--- config.mk ---
export PLATFORM = sky130hd
export DESIGN_NAME = fphub_div_arbiter
export DESIGN_NICKNAME = d
export VERILOG_FILES = /design/src/rtl/fphub_pkg.sv /design/src/rtl/fphub_rr_arbiter.sv /design/src/rtl/fphub_div_arbiter.sv
export SDC_FILE = /design/constraint.sdc
export NUM_CORES = 1
export LEC_CHECK = 0
export CAP_MARGIN = 10
export CORE_AREA = 2 2 157 159
export DETAILED_ROUTE_END_ITERATION = 12
export DIE_AREA = 0 0 159 161
export PLACE_DENSITY_LB_ADDON = 0.1
export SETUP_SLACK_MARGIN = 0.1
export SYNTH_ARGS = -nofsm -noshare
export SYNTH_HDL_FRONTEND = slang
export SYNTH_HIERARCHICAL = 1
export SYNTH_SLANG_ARGS = --single-unit
--- constraint.sdc ---
create_clock -name clk -period 6.4 [get_ports clk]
set_input_delay 1.28 -clock clk [delete_from_list [all_inputs] [get_ports clk]]
set_output_delay 1.28 -clock clk [all_outputs]
set_load 0.05 [all_outputs]
--- src/rtl/fphub_pkg.sv ---
`default_nettype none
// ============================================================================
//  Module      : fphub_pkg
//  Description : Shared types and helpers for the FPHUB divider arbiter and
//                future shared FPHUB units (state encoding, operand width,
//                round-robin index arithmetic).
//  Revision    : 1.0  initial release
// ============================================================================
package fphub_pkg;

    // Default floating-point format (IEEE single precision)
    localparam int FP_M = 23;
    localparam int FP_E = 8;
    localparam int FP_W = FP_M + FP_E + 1;

    // Arbiter sequencing states
    typedef enum logic [1:0] {
        ST_IDLE  = 2'd0,
        ST_ISSUE = 2'd1,
        ST_WAIT  = 2'd2,
        ST_RESP  = 2'd3
    } state_t;

    // Operand width for a given mantissa/exponent split (sign + exp + mant)
    function automatic int op_width(input int m, input int e);
        return m + e + 1;
    endfunction

    // (base + offset) mod n, for base < n and offset < n
    function automatic int rr_index(input int base, input int offset, input int n);
        int sum;
        sum = base + offset;
        if (sum >= n) begin
            sum = sum - n;
        end
        return sum;
    endfunction

endpackage
`default_nettype wire

--- src/rtl/fphub_rr_arbiter.sv ---
`default_nettype none
// ============================================================================
//  Module      : fphub_rr_arbiter
//  Description : Combinational round-robin picker. Searches the request
//                vector upward from ptr (wrapping at NREQ) and returns the
//                first requester found as a one-hot grant and as an index.
//  Revision    : 1.0  initial release
// ============================================================================
module fphub_rr_arbiter
    import fphub_pkg::*;
#(
    parameter int NREQ = 4,
    parameter int IDW  = $clog2(NREQ)
) (
    input  logic [NREQ-1:0] req,
    input  logic [IDW-1:0]  ptr,
    output logic [NREQ-1:0] grant,
    output logic [IDW-1:0]  idx,
    output logic            any
);

    logic [IDW-1:0] cand;

    // First active request at or after ptr, modulo NREQ
    always_comb begin
        grant = '0;
        idx   = '0;
        any   = 1'b0;
        cand  = '0;
        for (int k = 0; k < NREQ; k++) begin
            cand = IDW'(rr_index(int'(ptr), k, NREQ));
            if (!any && req[cand]) begin
                any         = 1'b1;
                idx         = cand;
                grant[cand] = 1'b1;
            end
        end
    end

endmodule
`default_nettype wire

--- src/rtl/fphub_div_arbiter.sv ---
`default_nettype none
// ============================================================================
//  Module      : fphub_div_arbiter
//  Description : Shares one FPHUB divider among NREQ requesters. Round-robin
//                operand acceptance, divider start/finish sequencing with
//                operands held stable, single response channel tagged with
//                the requester id, and a watchdog for divisions that never
//                finish.
//  Revision    : 1.0  initial release
// ============================================================================
module fphub_div_arbiter
    import fphub_pkg::*;
#(
    parameter int M       = FP_M,
    parameter int E       = FP_E,
    parameter int NREQ    = 4,
    parameter int TIMEOUT = 64,
    parameter int IDW     = $clog2(NREQ)
) (
    input  logic                     clk,
    input  logic                     rst_l,
    input  logic [NREQ-1:0]          req_valid,
    output logic [NREQ-1:0]          req_ready,
    input  logic [NREQ*(M+E+1)-1:0]  req_x,
    input  logic [NREQ*(M+E+1)-1:0]  req_d,
    output logic                     rsp_valid,
    input  logic                     rsp_ready,
    output logic [M+E:0]             rsp_res,
    output logic [IDW-1:0]           rsp_id,
    output logic                     rsp_timeout,
    output logic                     div_start,
    output logic [M+E:0]             div_x,
    output logic [M+E:0]             div_d,
    input  logic [M+E:0]             div_res,
    input  logic                     div_finish,
    input  logic                     div_computing,
    output logic                     busy
);

    localparam int W  = op_width(M, E);
    // Timer only needs to reach TIMEOUT-1
    localparam int TW = (TIMEOUT > 2) ? $clog2(TIMEOUT) : 1;
    localparam logic [TW-1:0] TIMER_LAST = TW'(TIMEOUT - 1);

    state_t          state_q;
    state_t          state_d;
    logic [IDW-1:0]  rr_ptr;
    logic [IDW-1:0]  grant_idx;
    logic [IDW-1:0]  id_q;
    logic [NREQ-1:0] grant;
    logic            grant_any;
    logic [TW-1:0]   timer;
    logic [W-1:0]    op_x;
    logic [W-1:0]    op_d;
    logic [W-1:0]    res_q;
    logic            timeout_q;
    logic            load_op;
    logic            cap_res;
    logic            cap_timeout;

    logic [W-1:0]    x_slice [NREQ];
    logic [W-1:0]    d_slice [NREQ];

    generate
        for (genvar i = 0; i < NREQ; i++) begin : g_unpack
            assign x_slice[i] = req_x[i*W +: W];
            assign d_slice[i] = req_d[i*W +: W];
        end
    endgenerate

    fphub_rr_arbiter #(
        .NREQ (NREQ),
        .IDW  (IDW)
    ) u_rr (
        .req   (req_valid),
        .ptr   (rr_ptr),
        .grant (grant),
        .idx   (grant_idx),
        .any   (grant_any)
    );

    // State register
    always_ff @(posedge clk or negedge rst_l) begin
        if (!rst_l) begin
            state_q <= ST_IDLE;
        end else begin
            state_q <= state_d;
        end
    end

    // Next-state and datapath control. A finish seen in ISSUE comes from the
    // divider's combinational special-case path; in WAIT a finish beats a
    // coincident watchdog expiry. RESP also waits for the divider to go idle
    // so an aborted operation drains before the next start.
    always_comb begin
        state_d     = state_q;
        load_op     = 1'b0;
        cap_res     = 1'b0;
        cap_timeout = 1'b0;
        case (state_q)
            ST_IDLE: begin
                if (grant_any) begin
                    load_op = 1'b1;
                    state_d = ST_ISSUE;
                end
            end
            ST_ISSUE: begin
                if (div_finish) begin
                    cap_res = 1'b1;
                    state_d = ST_RESP;
                end else begin
                    state_d = ST_WAIT;
                end
            end
            ST_WAIT: begin
                if (div_finish) begin
                    cap_res = 1'b1;
                    state_d = ST_RESP;
                end else if (timer == TIMER_LAST) begin
                    cap_timeout = 1'b1;
                    state_d     = ST_RESP;
                end
            end
            ST_RESP: begin
                if (rsp_ready && !div_computing) begin
                    state_d = ST_IDLE;
                end
            end
            default: begin
                state_d = ST_IDLE;
            end
        endcase
    end

    // Operand/id capture on accept; operands then stay put until the next accept
    always_ff @(posedge clk or negedge rst_l) begin
        if (!rst_l) begin
            rr_ptr <= '0;
            id_q   <= '0;
            op_x   <= '0;
            op_d   <= '0;
        end else if (load_op) begin
            op_x   <= x_slice[grant_idx];
            op_d   <= d_slice[grant_idx];
            id_q   <= grant_idx;
            rr_ptr <= IDW'(rr_index(int'(grant_idx), 1, NREQ));
        end
    end

    // Watchdog timer: cleared while issuing, counts every WAIT cycle
    always_ff @(posedge clk or negedge rst_l) begin
        if (!rst_l) begin
            timer <= '0;
        end else if (state_q == ST_ISSUE) begin
            timer <= '0;
        end else if (state_q == ST_WAIT) begin
            timer <= timer + 1'b1;
        end
    end

    // Response payload: quotient on finish, zero plus abort flag on watchdog
    always_ff @(posedge clk or negedge rst_l) begin
        if (!rst_l) begin
            res_q     <= '0;
            timeout_q <= 1'b0;
        end else if (cap_res) begin
            res_q     <= div_res;
            timeout_q <= 1'b0;
        end else if (cap_timeout) begin
            res_q     <= '0;
            timeout_q <= 1'b1;
        end
    end

    assign req_ready   = (state_q == ST_IDLE) ? grant : '0;
    assign div_start   = (state_q == ST_ISSUE);
    assign div_x       = op_x;
    assign div_d       = op_d;
    assign rsp_valid   = (state_q == ST_RESP);
    assign rsp_res     = res_q;
    assign rsp_id      = id_q;
    assign rsp_timeout = timeout_q;
    assign busy        = (state_q != ST_IDLE);

endmodule
`default_nettype wire

==> results.cfg <==
[drt]
vias = 5519
via_per_inst = 4.67
drt_iter0_markers = 210
met3_length_mm = 1.95
drt_wl_total_mm = 22.7
highest_layer = met4
wl_met1_mm = 8.03
routedWlPerCell_um = 19.2
drc = 0
route.met2.wl_mm = 12.4
drtPass1Iterations = 4
ant_nets = 0

[place]
io_buffers = 402
dp_hpwl_mm = 17.8
gp_congestion = 0.855

[sta]
slew_viol_final = 0
worstMarginPinSlew_ps = 1130
finalCritPeriodShare = 0.830
final.setup.tns_ps = 0
setup_viol = 0
grt_setup_unrepaired = no
fin_skew_ps = 11.4
max_slew_margin = 0.246
max_freq_mhz = 188
min_period_ps = 5310
hold_violations = 0

[final_layout]
nets = 1160
fillers = 2205
drive_gt1_frac = 0.190
area_growth_syn_to_layout_pct = 73.0
fin_util = 0.456

[clock_network]
clockBufferDepth = 2
cts_made_buffers = 9
cts-resized-gates = 0
hold_buffers = 0
cts_root_buf = clkbuf_16
tritoncts = built
clk_pin_slew_ps = 70
post_cts_buffers = 0
clock_sinks = 109
htreeDepth = 3
insertion_delay_ps = 350

[synth]
synth_edf_count = 0
yosysMostFrequentCell = dfrtp_1
synth_area_leaders = dfrtp_1 43%, mux4_2 24%, mux2_2 12%
synth.distinct_cells = 39
yosysTopAreaCell = dfrtp_1
synth_top_area_frac = 0.432
synth_ff_type = dfrtp_1
synth_nets = 779
synth_common_cells = 109 x dfrtp_1, 70 x mux2_2, 70 x nand2_1
post_synth.cell_area_avg_um2 = 13.4
synth_warnings = 6
ys_ff_latch = 109
async_flop_share = 1.00
ys_seq_area_frac = 0.432
syn-instance-count = 471
syn_area_mm2 = 0.00631

[outcome]
status = finished, final reports clean

[die]
dieArea_mm2 = 0.0256
start_util = 0.263
row_count = 57
die_x_um = 159
die_y_um = 161
io_pins = 403
core_mm2 = 0.0240

[power]
internal_power_w = 0.00343
power.switching_w = 0.00303
vdd_drop_max_v = 0.000542
p_seq_frac = 0.196
clkPwrFrac = 0.090
p_per_area_mw_per_mm2 = 592
leakage_nw = 4.21
switching_share = 0.469
comb_power_share = 0.714

[setup_path]
crit_type = in2out
worstPathArrival_ps = 4030
end_kind = output pin
crit_start = req_valid[3]
path_max_fanout = 13
start_kind = input pin
reg2reg_from = rr_ptr[0]
critPathRequiredTime_ps = 5120

[global_routing]
grt_pass1_wl_mm = 34.5
grt_usage = 0.175
grt_pass1_vias = 5894
antenna_found_initial = 1
grt_max_degree = 71
grt_overflow = 0

[hold_path]
holdCritStartpoint = rsp_timeout
hold_path.class = reg2reg

[job]
drv_cap = 0
path summary, 6_finish.rpt:
check,slack [ps],cells past startpoint,endpoint
worst min register to register,480,1,rsp_timeout
max in group asynchronous,4120,2,rsp_res[11]
worst min-delay path,480,1,rsp_timeout
worst max register to register,2430,7,div_d[14]
worst max-delay path,1090,7,req_ready[1]
min in group asynchronous,930,1,div_d[15]
per-layer routing:
metal,vias to the layer above,global-route usage
met5,-,0
met4,0,0.0405
met3,18,0.0639
met2,246,0.329
met1,2724,0.187
li1,2531,-
cells in the final DEF, fill, tap and decap left out, types with 2 or more instances in the layout:
master and instances:
nor2b_1 2, a21oi_1 3, buf_4 3, mux2i_1 3, o22ai_1 4, mux4_1 2, dfrtp_1 109, a22oi_1 8
and2_1 5, nand2_1 69, o21ai_1 6, mux2_2 70, inv_1 13, nand3_1 4, ha_1 11, nor3b_1 2
nor2_1 3, o21ai_0 36, clkinvlp_4 3, o211ai_1 2, inv_6 3, clkdlybuf4s50_1 401, mux4_2 66, nor3_1 2
clkbuf_16 9
area by class of cell:
class                      count  area (um2)  share of cell area
timing repair buffer         406        4080               0.374
multi-input combinational    313        3340               0.306
sequential                   109        2730               0.250
tap                          324         405              0.0371
clock buffer                   9         225              0.0206
clock inverter                 7        78.8             0.00722
inverter                      13        48.8             0.00447
antenna                        1        2.50            0.000229
state kept, by name, summed over array words and instances (netlist names):
register     count
rsp_id           2
rsp_timeout      1
rr_ptr           2
timer            6
div_x           32
div_d           32
state_q          2
rsp_res         32
power groups by stage:
stage               clock, W  combinational, W  sequential, W
floorplan                  0           0.00231        0.00234
global placement           0           0.00461        0.00126
detailed placement         0           0.00467        0.00128
CTS                 0.000609           0.00467        0.00127
global route        0.000630           0.00491        0.00132
finish              0.000579           0.00462        0.00127
metrics by stage:
step	total power [W]	hold WS [ps]	instance area, um2	worst slack, ps	std cells
after floorplan	0.00465	537	6310	2310	471
after global placement	0.00587	465	10600	1170	1164
after detailed placement	0.00595	464	10600	1070	1164
after CTS	0.00656	482	10900	1080	1180
after global routing	0.00685	512	10900	926	1182
final	0.00647	480	10900	1090	1182
critical path, cell delays in order:
cell	delay (ps)
clkdlybuf4s50_1	480
mux4_2	660
nor4b_4	440
a22oi_1	130
o21ai_0	90
and2_1	140
clkdlybuf4s50_1	810
cell families (layout without fill, tap and decap cells):
logic type | Yosys count | in the layout | share of synthesized area
muxes | 141 | 141 | 0.374
adders and majority gates | 11 | 11 | 0.0218
and+or+nand+nor | 95 | 95 | 0.0688
other | 0 | 1 | 0
xor gates and xnor gates | 1 | 1 | 0.00139
buffers and inverters | 49 | 435 | 0.0430
AOI/OAI and AO/OA | 65 | 65 | 0.0593
DFF | 109 | 109 | 0.432
Note: power is estimated with default switching activity, not from simulation.
